--- src/rtl/ecc_sequencer_if.sv ---
// Bus bundle for ecc_sequencer: job request, data memory port, ALU port, status.
// The err_cnt signal exists only when ECC_ERRCNT_EN is defined.
interface ecc_sequencer_if;
    // job request
    logic       start;
    logic       mode;
    logic [7:0] src_base;
    logic [7:0] dst_base;
    logic [7:0] count;
    // data memory
    logic [7:0] mem_addr;
    logic       mem_rd_en;
    logic [7:0] mem_rd_data;
    logic       mem_wr_en;
    logic [7:0] mem_wr_data;
    // ALU
    logic [7:0] alu_a;
    logic [7:0] alu_b;
    logic [3:0] alu_ctrl;
    logic [7:0] alu_out;
    // status
    logic       busy;
    logic       done;
`ifdef ECC_ERRCNT_EN
    logic [7:0] err_cnt;
`endif

    // sequencer side
    modport master (
        input  start, mode, src_base, dst_base, count, mem_rd_data, alu_out,
        output mem_addr, mem_rd_en, mem_wr_en, mem_wr_data,
        output alu_a, alu_b, alu_ctrl, busy, done
`ifdef ECC_ERRCNT_EN
        , output err_cnt
`endif
    );

    // environment side (requester, memory, ALU)
    modport slave (
        output start, mode, src_base, dst_base, count, mem_rd_data, alu_out,
        input  mem_addr, mem_rd_en, mem_wr_en, mem_wr_data,
        input  alu_a, alu_b, alu_ctrl, busy, done
`ifdef ECC_ERRCNT_EN
        , input err_cnt
`endif
    );
endinterface

--- src/rtl/ecc_sequencer.sv ---
// ecc_sequencer: walks Count byte pairs from SrcBase, runs each pair through the
// external ALU (encode or decode/correct) and writes the result pair to DstBase.
// Five cycles per pair: RD_LO, RD_HI, LAT_HI, WR_HI, WR_LO.
// Optional feature: define ECC_ERRCNT_EN to add the err_cnt output (count of
// decode pairs that the ALU changed).
module ecc_sequencer (
    input  logic                clk,
    input  logic                rst_n,
    ecc_sequencer_if.master     bus
);

    typedef enum logic [2:0] {
        IDLE   = 3'd0,
        RD_LO  = 3'd1,
        RD_HI  = 3'd2,
        LAT_HI = 3'd3,
        WR_HI  = 3'd4,
        WR_LO  = 3'd5,
        DONE   = 3'd6
    } state_t;

    localparam logic [3:0] OP_ENC_HI = 4'b0100;
    localparam logic [3:0] OP_ENC_LO = 4'b0101;
    localparam logic [3:0] OP_DEC_HI = 4'b0110;
    localparam logic [3:0] OP_DEC_LO = 4'b0111;

    state_t     state, state_nxt;
    logic [7:0] src_q, dst_q, cnt_q;
    logic       mode_q;
    logic [7:0] idx;
    logic [7:0] lo_q, hi_q;
    logic       done_q;
    logic [7:0] pair_off;
    logic [7:0] src_addr, dst_addr;
    logic       last_pair;
    logic       accept;

`ifdef ECC_ERRCNT_EN
    logic [7:0] err_cnt_q;
    logic       hi_err_q;
`endif

    // byte offset of the current pair; all address math wraps mod 256
    assign pair_off  = {idx[6:0], 1'b0};
    assign src_addr  = src_q + pair_off;
    assign dst_addr  = dst_q + pair_off;
    assign last_pair = (idx == cnt_q - 8'd1);
    assign accept    = (state == IDLE) && bus.start;

    assign bus.busy  = (state != IDLE);
    // Done is registered off the DONE state, so the pulse lands one cycle after
    // the DONE state itself (while the FSM is already back in IDLE).
    assign bus.done  = done_q;

    // state register
    always_ff @(posedge clk or negedge rst_n) begin
        if (!rst_n) state <= IDLE;
        else        state <= state_nxt;
    end

    // next state and all bus outputs; everything idles at zero outside its state
    always_comb begin
        state_nxt       = state;
        bus.mem_addr    = 8'h00;
        bus.mem_rd_en   = 1'b0;
        bus.mem_wr_en   = 1'b0;
        bus.mem_wr_data = 8'h00;
        bus.alu_a       = 8'h00;
        bus.alu_b       = 8'h00;
        bus.alu_ctrl    = 4'b0000;
        case (state)
            IDLE: begin
                if (bus.start) state_nxt = (bus.count == 8'd0) ? DONE : RD_LO;
            end
            RD_LO: begin
                bus.mem_addr  = src_addr;
                bus.mem_rd_en = 1'b1;
                state_nxt     = RD_HI;
            end
            RD_HI: begin
                bus.mem_addr  = src_addr + 8'd1;
                bus.mem_rd_en = 1'b1;
                state_nxt     = LAT_HI;
            end
            LAT_HI: begin
                state_nxt = WR_HI;
            end
            WR_HI: begin
                bus.alu_a       = lo_q;
                bus.alu_b       = hi_q;
                bus.alu_ctrl    = mode_q ? OP_DEC_HI : OP_ENC_HI;
                bus.mem_wr_en   = 1'b1;
                bus.mem_addr    = dst_addr + 8'd1;
                bus.mem_wr_data = bus.alu_out;
                state_nxt       = WR_LO;
            end
            WR_LO: begin
                bus.alu_a       = lo_q;
                bus.alu_b       = hi_q;
                bus.alu_ctrl    = mode_q ? OP_DEC_LO : OP_ENC_LO;
                bus.mem_wr_en   = 1'b1;
                bus.mem_addr    = dst_addr;
                bus.mem_wr_data = bus.alu_out;
                state_nxt       = last_pair ? DONE : RD_LO;
            end
            DONE: begin
                state_nxt = IDLE;
            end
            default: state_nxt = IDLE;
        endcase
    end

    // job parameters, pair index and captured bytes; params only load in IDLE
    always_ff @(posedge clk or negedge rst_n) begin
        if (!rst_n) begin
            src_q  <= 8'h00;
            dst_q  <= 8'h00;
            cnt_q  <= 8'h00;
            mode_q <= 1'b0;
            idx    <= 8'h00;
            lo_q   <= 8'h00;
            hi_q   <= 8'h00;
            done_q <= 1'b0;
        end else begin
            done_q <= (state == DONE);
            if (accept) begin
                src_q  <= bus.src_base;
                dst_q  <= bus.dst_base;
                cnt_q  <= bus.count;
                mode_q <= bus.mode;
                idx    <= 8'h00;
            end
            // both bytes are held before any write, so Src == Dst is safe
            if (state == RD_HI)  lo_q <= bus.mem_rd_data;
            if (state == LAT_HI) hi_q <= bus.mem_rd_data;
            if (state == WR_LO && !last_pair) idx <= idx + 8'd1;
        end
    end

`ifdef ECC_ERRCNT_EN
    assign bus.err_cnt = err_cnt_q;

    // count decode pairs the ALU altered; hi-byte mismatch is held into WR_LO
    always_ff @(posedge clk or negedge rst_n) begin
        if (!rst_n) begin
            err_cnt_q <= 8'h00;
            hi_err_q  <= 1'b0;
        end else begin
            if (accept) begin
                err_cnt_q <= 8'h00;
                hi_err_q  <= 1'b0;
            end
            if (state == WR_HI) hi_err_q <= mode_q && (bus.alu_out != hi_q);
            if (state == WR_LO && mode_q && (hi_err_q || bus.alu_out != lo_q)
                && err_cnt_q != 8'hFF)
                err_cnt_q <= err_cnt_q + 8'd1;
        end
    end
`endif

endmodule

--- src/flat_wrapper.sv ---
// flat-port wrapper written by rule: the top's interface ports become plain ports
module ecc_sequencer_flat 
  (clk, rst_n, bus_start, bus_mode, bus_src_base, bus_dst_base, bus_count, bus_mem_rd_data, bus_alu_out, bus_mem_addr, bus_mem_rd_en, bus_mem_wr_en, bus_mem_wr_data, bus_alu_a, bus_alu_b, bus_alu_ctrl, bus_busy, bus_done);
  ecc_sequencer_if bus_i ();
  input  logic clk;
  input  logic rst_n;
  input wire logic [$bits(bus_i.start)-1:0] bus_start;
  input wire logic [$bits(bus_i.mode)-1:0] bus_mode;
  input wire logic [$bits(bus_i.src_base)-1:0] bus_src_base;
  input wire logic [$bits(bus_i.dst_base)-1:0] bus_dst_base;
  input wire logic [$bits(bus_i.count)-1:0] bus_count;
  input wire logic [$bits(bus_i.mem_rd_data)-1:0] bus_mem_rd_data;
  input wire logic [$bits(bus_i.alu_out)-1:0] bus_alu_out;
  output wire logic [$bits(bus_i.mem_addr)-1:0] bus_mem_addr;
  output wire logic [$bits(bus_i.mem_rd_en)-1:0] bus_mem_rd_en;
  output wire logic [$bits(bus_i.mem_wr_en)-1:0] bus_mem_wr_en;
  output wire logic [$bits(bus_i.mem_wr_data)-1:0] bus_mem_wr_data;
  output wire logic [$bits(bus_i.alu_a)-1:0] bus_alu_a;
  output wire logic [$bits(bus_i.alu_b)-1:0] bus_alu_b;
  output wire logic [$bits(bus_i.alu_ctrl)-1:0] bus_alu_ctrl;
  output wire logic [$bits(bus_i.busy)-1:0] bus_busy;
  output wire logic [$bits(bus_i.done)-1:0] bus_done;
  assign bus_i.start = bus_start;
  assign bus_i.mode = bus_mode;
  assign bus_i.src_base = bus_src_base;
  assign bus_i.dst_base = bus_dst_base;
  assign bus_i.count = bus_count;
  assign bus_i.mem_rd_data = bus_mem_rd_data;
  assign bus_i.alu_out = bus_alu_out;
  assign bus_mem_addr = bus_i.mem_addr;
  assign bus_mem_rd_en = bus_i.mem_rd_en;
  assign bus_mem_wr_en = bus_i.mem_wr_en;
  assign bus_mem_wr_data = bus_i.mem_wr_data;
  assign bus_alu_a = bus_i.alu_a;
  assign bus_alu_b = bus_i.alu_b;
  assign bus_alu_ctrl = bus_i.alu_ctrl;
  assign bus_busy = bus_i.busy;
  assign bus_done = bus_i.done;
  ecc_sequencer u_core (.clk(clk), .rst_n(rst_n), .bus(bus_i));
endmodule
--- config.mk ---
export PLATFORM = sky130hd
export DESIGN_NAME = ecc_sequencer_flat
export DESIGN_NICKNAME = d
export VERILOG_FILES = /design/src/rtl/ecc_sequencer_if.sv /design/src/rtl/ecc_sequencer.sv /design/src/flat_wrapper.sv
export SDC_FILE = /design/constraint.sdc
export NUM_CORES = 1
export LEC_CHECK = 0
export ABC_CLOCK_PERIOD_IN_PS = 3200
export CORE_UTILIZATION = 45
export CTS_CLUSTER_SIZE = 16
export DETAILED_ROUTE_END_ITERATION = 6
export GPL_ROUTABILITY_DRIVEN = 0
export GPL_TIMING_DRIVEN = 0
export PLACE_DENSITY = 0.75
export SLEW_MARGIN = 20
export SYNTH_ARGS = -nofsm -noshare
export SYNTH_HDL_FRONTEND = slang
export SYNTH_SLANG_ARGS = --single-unit
--- constraint.sdc ---
create_clock -name clk -period 3.2 [get_ports clk]
set_input_delay 0.8 -clock clk [delete_from_list [all_inputs] [get_ports clk]]
set_output_delay 0.8 -clock clk [all_outputs]
set_load 0.005 [all_outputs]
; Word-level counts from Yosys, hierarchy flattened
; Cells that the tools add are included.
[totals]
ff_bits = 53
in_bits = 44
[op_classes]
add_sub_neg = 6
n_eq_ne = 8
mux = 15
reduce_logical = 9
[op_table]
columns = op, count
row1 = $mux W8, 5
row2 = $pmux W8 S4, 1
row3 = $add A8 B1 Y8 const B, 3
row4 = $pmux W3 S6, 1
row5 = $add A8 B8 Y8, 2
row6 = $eq A3 B3 Y1 const B, 3
row7 = $mux W3, 3
row8 = $eq A8 B8 Y1, 1
row9 = $logic_not A8 Y1, 1
row10 = $pmux W4 S2, 1
row11 = $sub A8 B1 Y8 const B, 1
row12 = $eq A3 B2 Y1 const B, 2
row13 = $mux W2, 2
row14 = $reduce_or A2 Y1, 2
row15 = $eq A3 B1 Y1 const B, 1
row16 = $logic_not A3 Y1, 1
row17 = $reduce_bool A3 Y1, 1
row18 = $logic_and A1 B1 Y1, 2
row19 = $mux W1, 2
row20 = $ne A2 B2 Y1 const B, 1
row21 = $reduce_bool A2 Y1, 1
row22 = $logic_not A1 Y1, 1

; Logic depth before layout (Yosys ltp)
; Gate-level depths: netlist (run 1).
[logic_depth]
word_depth = 5
mapped_depth = 11
mapped_depth_nobuf = 9

; Least setup slack after synthesis (run 1)
; Ideal clock, no wire load.
[synth_path]
path_type = flip-flop to output port
from = register u_core.idx[0]
to = output bus_mem_addr[7]
arrival_ns = 2.475
required_ns = 2.400
setup_slack_ns = -0.075
path_stages_with_launch = 10
path_buffers = 0
path_cell_list = dfrtp_1 > ha_1 > fa_1 > a211oi_1 > nor2_1 > nor3_4 > nor2_1 > or3_1 > a21boi_1 > a2bb2oi_1
[synth_via]
elab_chain_cells = 3
word_cells_on_any_way = 5
cone_classes = add/sub (4) / mux (1)
[synth_rtl]
columns = element, line
row1 = from (decl), ecc_sequencer.sv:30  ; logic [7:0] idx;
row2 = from (signal assigned), ecc_sequencer.sv:136  ; if (state == WR_LO && !last_pair) idx <= idx + 8'd1;
row3 = "$add A8 B8 Y8, on equally long branches", "ecc_sequencer.sv:46, ecc_sequencer.sv:45"
row4 = "$add A8 B1 Y8, on equally long branches", "ecc_sequencer.sv:93, ecc_sequencer.sv:81"
row5 = $pmux W8 S4 (*), ecc_sequencer.sv:71  ; case (state)
row6 = to (decl), flat_wrapper.sv:14  ; output wire logic [$bits(bus_i.mem_addr)-1:0] bus_mem_addr;
; Mark *: on every way between the ends. The rest lies on a longest branch, timed or not.

; Worst setup path in the final report (run 1)
; Same ends and word-level chain as after synthesis.

==> results of run 1 <==
-- sequential cells by signal (all words and copies together) (netlist names) --
name             flops
u_core.state         3
u_core.bus.done      1
u_core.hi_q          8
u_core.cnt_q         8
u_core.idx           8
u_core.src_q         8
u_core.mode_q        1
u_core.dst_q         8
u_core.lo_q          8
-- logic make-up after synthesis --
kind of cell / Yosys count / synth area share
AND/OR/NAND/NOR: 197 / 0.260
AO/OA/AOI/OAI: 95 / 0.175
flip-flops: 53 / 0.352
buffers and inverters: 33 / 0.0378
XOR/XNOR: 22 / 0.0511
multiplexers: 22 / 0.0637
adder cells (fa/ha/maj): 17 / 0.0604
other: 1 / 0.000994
-- layout by cell type (no fill, tap or decap), types with 5 or more instances in the layout --
cell             count
a211oi_4             5
mux2_2              16
a21oi_1             11
clkbuf_8             5
ha_4                 5
nand3_1             10
xnor2_1             13
buf_4               23
nand2b_1            10
inv_1               10
nor2_1              16
dfrtp_2              5
o22ai_1              5
nand2_1             91
xor2_1               5
and2_1              29
buf_2                9
buf_6                8
mux2i_1              5
o21ai_0             12
o21ai_1              6
nor2b_1              6
clkdlybuf4s50_1     74
nor3b_1              5
clkbuf_1             7
a21o_1               5
nor3_1               5
dfrtp_1             48
ha_1                 7
-- power groups by stage --
stage | combinational (mW) | clock, mW | sequential (mW)
finish | 3.03 | 0.470 | 1.21
global route | 3.29 | 0.506 | 1.24
CTS | 2.65 | 0.482 | 1.20
detailed placement | 2.44 | 0 | 1.21
global placement | 2.38 | 0 | 1.20
floorplan | 1.66 | 0 | 1.13
-- routing by layer --
metal	vias up	track usage	wire, um
li1	1759	-	-
met1	1779	0.311	4500
met2	118	0.412	5530
met3	18	0.0301	447
met4	0	0.119	247
met5	-	0	0
-- final cells by class --
cell class	count	area, um2	area share
Multi-Input combinational cell	354	2610	0.486
Clock inverter	3	47.5	0.00886
Buffer	20	113	0.0210
Sequential cell	53	1330	0.248
Tap cell	105	131	0.0245
Clock buffer	5	68.8	0.0128
Inverter	12	45.0	0.00839
Timing Repair Buffer	109	1020	0.190
-- worst register-to-register path, cell delays in order (launching register included) --
cell and delay (ns):
dfrtp_1 0.41, inv_1 0.08, ha_1 0.23, and2_1 0.19, o21a_1 0.19, o31ai_1 0.23
o2111ai_1 0.22, nand2_1 0.32, buf_2 0.27, nor3b_1 0.08, a21o_1 0.17
-- through the flow --
step | setup TNS [ns] | utilization | instance area, um2
final | -2.01 | 0.657 | 5370
after global routing | -2.45 | 0.657 | 5370
after CTS | -2.28 | 0.623 | 5090
after detailed placement | -3.50 | 0.581 | 4750
after global placement | -15.34 | 0.581 | 4750
after floorplan | 0 | - | 3800
-- timing repair --
action                                  4_1_cts  5_1_grt
buffers inserted                             12       15
resized for setup                            48       62
cloned                                        0        0
hold endpoints to repair                      0        0
endpoints found under the setup margin       22       24
pin swaps                                    17       32
-- path summary, 6_finish.rpt --
kind,to,depth (start not counted)
max,bus_mem_addr[7],9
min,u_core.mode_q,2
max reg2reg,u_core.idx[4],10
min reg2reg,u_core.mode_q,2
max in group asynchronous,u_core.idx[1],1
min in group asynchronous,u_core.src_q[4],1
==> results_dict.tcl, run 1 <==
set metrics [dict create \
    status "complete, but fails checks" \
    failed_checks "setup timing" \
    path_class "flip-flop to output port" \
    min_period_ns 3.86 \
    synth_seq_area_share 0.352 \
    cts_hold_buffers 0 \
    ir_drop_mv 0.388 \
    worst_slack_ns -0.657 \
    die_area_um2 8750 \
    tritoncts "yes" \
    drive_gt1_frac 0.232 \
    root_buffer "clkbuf_8" \
    crit_arrival_ns 3.06 \
    nNetsFinal 616 \
    power.internal_mw 2.71 \
    synth-edff-count 0 \
    worstSetupStartpoint "u_core.idx[0]" \
    core_um2 8180 \
    clk_pin_slew_worst_paths_ns 0.10 \
    overflow 0 \
    synth_area_um2 3770 \
    crit_fanout 4 \
    yosys.area.top_type "dfrtp_1" \
    initial_core_util 0.461 \
    antenna_found_initial 0 \
    async_flop_share 1.00 \
    total_power_mw 4.71 \
    hpwl_um 7570 \
    reg2reg_from "u_core.cnt_q[0]" \
    syn-num-nets 501 \
    period_share 1.21 \
    grt_pass1_wl_um 16800 \
    avgViaCountPerCell 5.56 \
    wl_um 10700 \
    die_w_um 93.5 \
    io_pins 84 \
    cp_slowest_cell "fa_2" \
    yosysWarnings 0 \
    ys_top_cells_by_area "dfrtp_1 35%, nand2_1 9.1%, ha_1 5.0%" \
    switching_power_mw 1.99 \
    wire_per_inst_um 16.2 \
    hold_violations 0 \
    synth_cell_type_count 61 \
    cp_num_buf_inv 1 \
    start_kind "flip-flop" \
    insertedDiodeCount 0 \
    worst_pin_slew_ns 0.777 \
    grt_pass1_vias 3563 \
    drv_cap 0 \
    rows 33 \
    finalSetupViolations 5 \
    fillCellCount 640 \
    fmaxAchievable_ghz 0.259 \
    place_ws_ns -0.978 \
    cp_top_family "compound AO/OA/AOI/OAI gates" \
    yosysMostFrequentCell "nand2_1" \
    synth_top_area_share 0.352 \
    syn2layout_area_growth_pct 42.4 \
    slew_violations 0 \
    ys_seq_elements 53 \
    synthCells 440 \
    track_usage 0.245 \
    hold_path.startpoint "u_core.mode_q" \
    detailroute.via_count 3674 \
    max_slew_margin 0.480 \
    cts_buffers 5 \
    ys.flop_type "dfrtp_1" \
    grt_max_degree 54 \
    clock_skew_ns 0.0103 \
    port_buffers 82 \
    end_kind "output port" \
    hold_ws_ns 0.503 \
    ant_nets 0 \
    synth_common_cells "91 x nand2_1, 53 x dfrtp_1, 29 x and2_1, 19 x nor2_1, 16 x mux2_2" \
    fp.dieH_um 93.5 \
    cts_sinks 53 \
    seqPwrFrac 0.256 \
    dr.pass1.iters 5 \
    layout.cells.non_filler 661 \
    clockPowerShare 0.100 \
    pwr_density_cell_nw_per_um2 877 \
    clkLatencyLatePin_ns 0.31 \
    swShare 0.424 \
    avgSynthCellArea_um2 8.57 \
    rsz0062_at_grt "yes" \
    cp_slowest_stage_delay_ns 0.60 \
    worstPathRequired_ns 2.40 \
    holdCritPathClass "flip-flop to flip-flop" \
    crit_chain "ha_4 > fa_2 > nand3_1 > a21oi_2 > o221ai_2 > or3_4 > a32oi_2 > a2bb2oi_2 > buf_2" \
    reg2reg_slack_ns 0.70 \
    dp.cells 627 \
    clockBufferDepth 2 \
    remaining_drc_errors 0 \
    htreeDepth 2 \
    combinationalPowerShare 0.644 \
    dr.first_iter.drc_count 224 \
    leakagePower_nw 2.32 \
]
(Power assumes the default switching activity.)
==> run 2: changes to the inputs <==
--- a/config.mk
+++ b/config.mk
@@ -6,6 +6,7 @@
 export NUM_CORES = 1
 export LEC_CHECK = 0
 export ABC_CLOCK_PERIOD_IN_PS = 3200
+export CAP_MARGIN = 10
 export CORE_UTILIZATION = 45
 export CTS_CLUSTER_SIZE = 16
 export DETAILED_ROUTE_END_ITERATION = 6
==> results of run 2 <==
No change in the layout: final DEF, timing and power equal those of run 1.
==> run 3: changes to the inputs <==
--- a/config.mk
+++ b/config.mk
@@ -13,6 +13,7 @@
 export GPL_ROUTABILITY_DRIVEN = 0
 export GPL_TIMING_DRIVEN = 0
 export PLACE_DENSITY = 0.75
+export SKIP_CTS_REPAIR_TIMING = 1
 export SLEW_MARGIN = 20
 export SYNTH_ARGS = -nofsm -noshare
 export SYNTH_HDL_FRONTEND = slang
==> results_dict.tcl, run 3 (synthesized netlist as in run 1, its figures left out) <==
set metrics [dict create \
    crit_chain "ha_4 > fa_2 > a211oi_4 > nor2_2 > nor3_4 > nor2_1 > o21ai_0 > a32oi_2 > a2bb2oi_2 > buf_2" \
    remaining_drc_errors 0 \
    slew_violations 0 \
    core_um2 8180 \
    worst_slack_ns -0.558 \
    grt_pass1_wl_um 16000 \
    min_period_ns 3.76 \
    avgViaCountPerCell 5.61 \
    cp_slowest_stage_delay_ns 0.48 \
    root_buffer "clkbuf_8" \
    die_w_um 93.5 \
    insertedDiodeCount 0 \
    clkLatencyLatePin_ns 0.31 \
    grt_max_degree 54 \
    worstPathRequired_ns 2.40 \
    leakagePower_nw 2.24 \
    rows 33 \
    detailroute.via_count 3639 \
    die_area_um2 8750 \
    dr.pass1.iters 5 \
    grt_pass1_vias 3377 \
    cts_buffers 5 \
    place_ws_ns -0.978 \
    clockBufferDepth 2 \
    syn2layout_area_growth_pct 38.4 \
    crit_fanout 3 \
    path_class "flip-flop to output port" \
    rsz0062_at_grt "yes" \
    port_buffers 82 \
    wire_per_inst_um 15.9 \
    fmaxAchievable_ghz 0.266 \
    fillCellCount 661 \
    hold_violations 0 \
    clk_pin_slew_worst_paths_ns 0.10 \
    nNetsFinal 604 \
    htreeDepth 2 \
    tritoncts "yes" \
    pwr_density_cell_nw_per_um2 877 \
    track_usage 0.234 \
    start_kind "flip-flop" \
    max_slew_margin 0.491 \
    fp.dieH_um 93.5 \
    drive_gt1_frac 0.202 \
    end_kind "output port" \
    cts_sinks 53 \
    initial_core_util 0.461 \
    hpwl_um 7570 \
    antenna_found_initial 0 \
    final_cell_mix "91 x nand2_1, 74 x clkdlybuf4s50_1, 50 x dfrtp_1, 29 x and2_1" \
    layout_commonest_cell "nand2_1" \
    status "complete, but fails checks" \
    worst_pin_slew_ns 0.760 \
    wl_um 10300 \
    fin_util 0.638 \
    ant_nets 0 \
    overflow 0 \
    drv_cap 0 \
    failed_checks "setup timing" \
    cp_slowest_cell "dfrtp_2" \
    clock_skew_ns 0.0109 \
    dr.first_iter.drc_count 194 \
    crit_arrival_ns 2.96 \
    ir_drop_mv 0.385 \
    holdCritPathClass "flip-flop to flip-flop" \
    finalSetupViolations 4 \
    period_share 1.17 \
    io_pins 84 \
]
## run 3: changes by cell type in the layout (fill, tap and decap cells not counted), moves of 3 or more
| cell | previous run | this run |
|---|---|---|
| o21ai_1 | 6 | 3 |
| buf_6 | 8 | 2 |
| buf_2 | 9 | 6 |
| buf_4 | 23 | 17 |
## run 3: path summary, 6_finish.rpt
kind / start / end / slack, ns / cells after the start
max reg2reg: u_core.cnt_q[0] / u_core.idx[4] / 0.71 / 10
min: u_core.mode_q / u_core.mode_q / 0.51 / 2
max in group asynchronous: rst_n / u_core.idx[1] / 2.21 / 1
max: u_core.idx[0] / bus_mem_addr[7] / -0.56 / 10
min reg2reg: u_core.mode_q / u_core.mode_q / 0.51 / 2
min in group asynchronous: rst_n / u_core.src_q[4] / 0.52 / 1
## run 3: area by class of cell
type / count / area (um2) / area share
clock inverter: 3 / 47.5 / 0.00911
timing repair buffer: 97 / 920 / 0.176
tap: 105 / 131 / 0.0252
clock buffer: 5 / 68.8 / 0.0132
buffer: 20 / 109 / 0.0209
inverter: 12 / 45.0 / 0.00863
multi-input combinational: 354 / 2570 / 0.492
sequential: 53 / 1330 / 0.255
## run 3: power breakdown
group | internal, mW | leakage (nW) | switching, mW
sequential | 0.959 | 0.656 | 0.241
combinational | 1.44 | 1.53 | 1.47
clock | 0.239 | 0.0591 | 0.231
total | 2.63 | 2.24 | 1.94
## run 3: critical path: cells and delay by family (launching register included)
| kind | cells | cell delay, ns |
|---|---|---|
| compound gates | 4 | 1.04 |
| flops | 1 | 0.48 |
| buf+inv | 1 | 0.13 |
| fa+ha+maj | 2 | 0.61 |
| simple gates | 3 | 0.38 |
## run 3: metrics by stage
step / instances / power [mW] / TNS (ns) / cell area, um2 / hold slack (ns)
detailed placement: 627 / 3.65 / -3.50 / 4750 / 0.471
finish: 649 / 4.58 / -1.66 / 5220 / 0.505
CTS: 635 / 4.13 / -6.62 / 4870 / 0.496
global route: 649 / 4.91 / -2.20 / 5220 / 0.524
floorplan: 440 / 2.79 / 0 / 3800 / 0.437
global placement: 627 / 3.58 / -15.34 / 4750 / 0.469
## run 3: metal layers
layer / wire (um) / global-route usage / vias to the layer above / part of all wire
li1: - / - / 1743 / -
met1: 4360 / 0.307 / 1749 / 0.42
met2: 5070 / 0.393 / 115 / 0.49
met3: 469 / 0.0211 / 32 / 0.046
met4: 396 / 0.0987 / 0 / 0.038
met5: 0 / 0 / - / 0
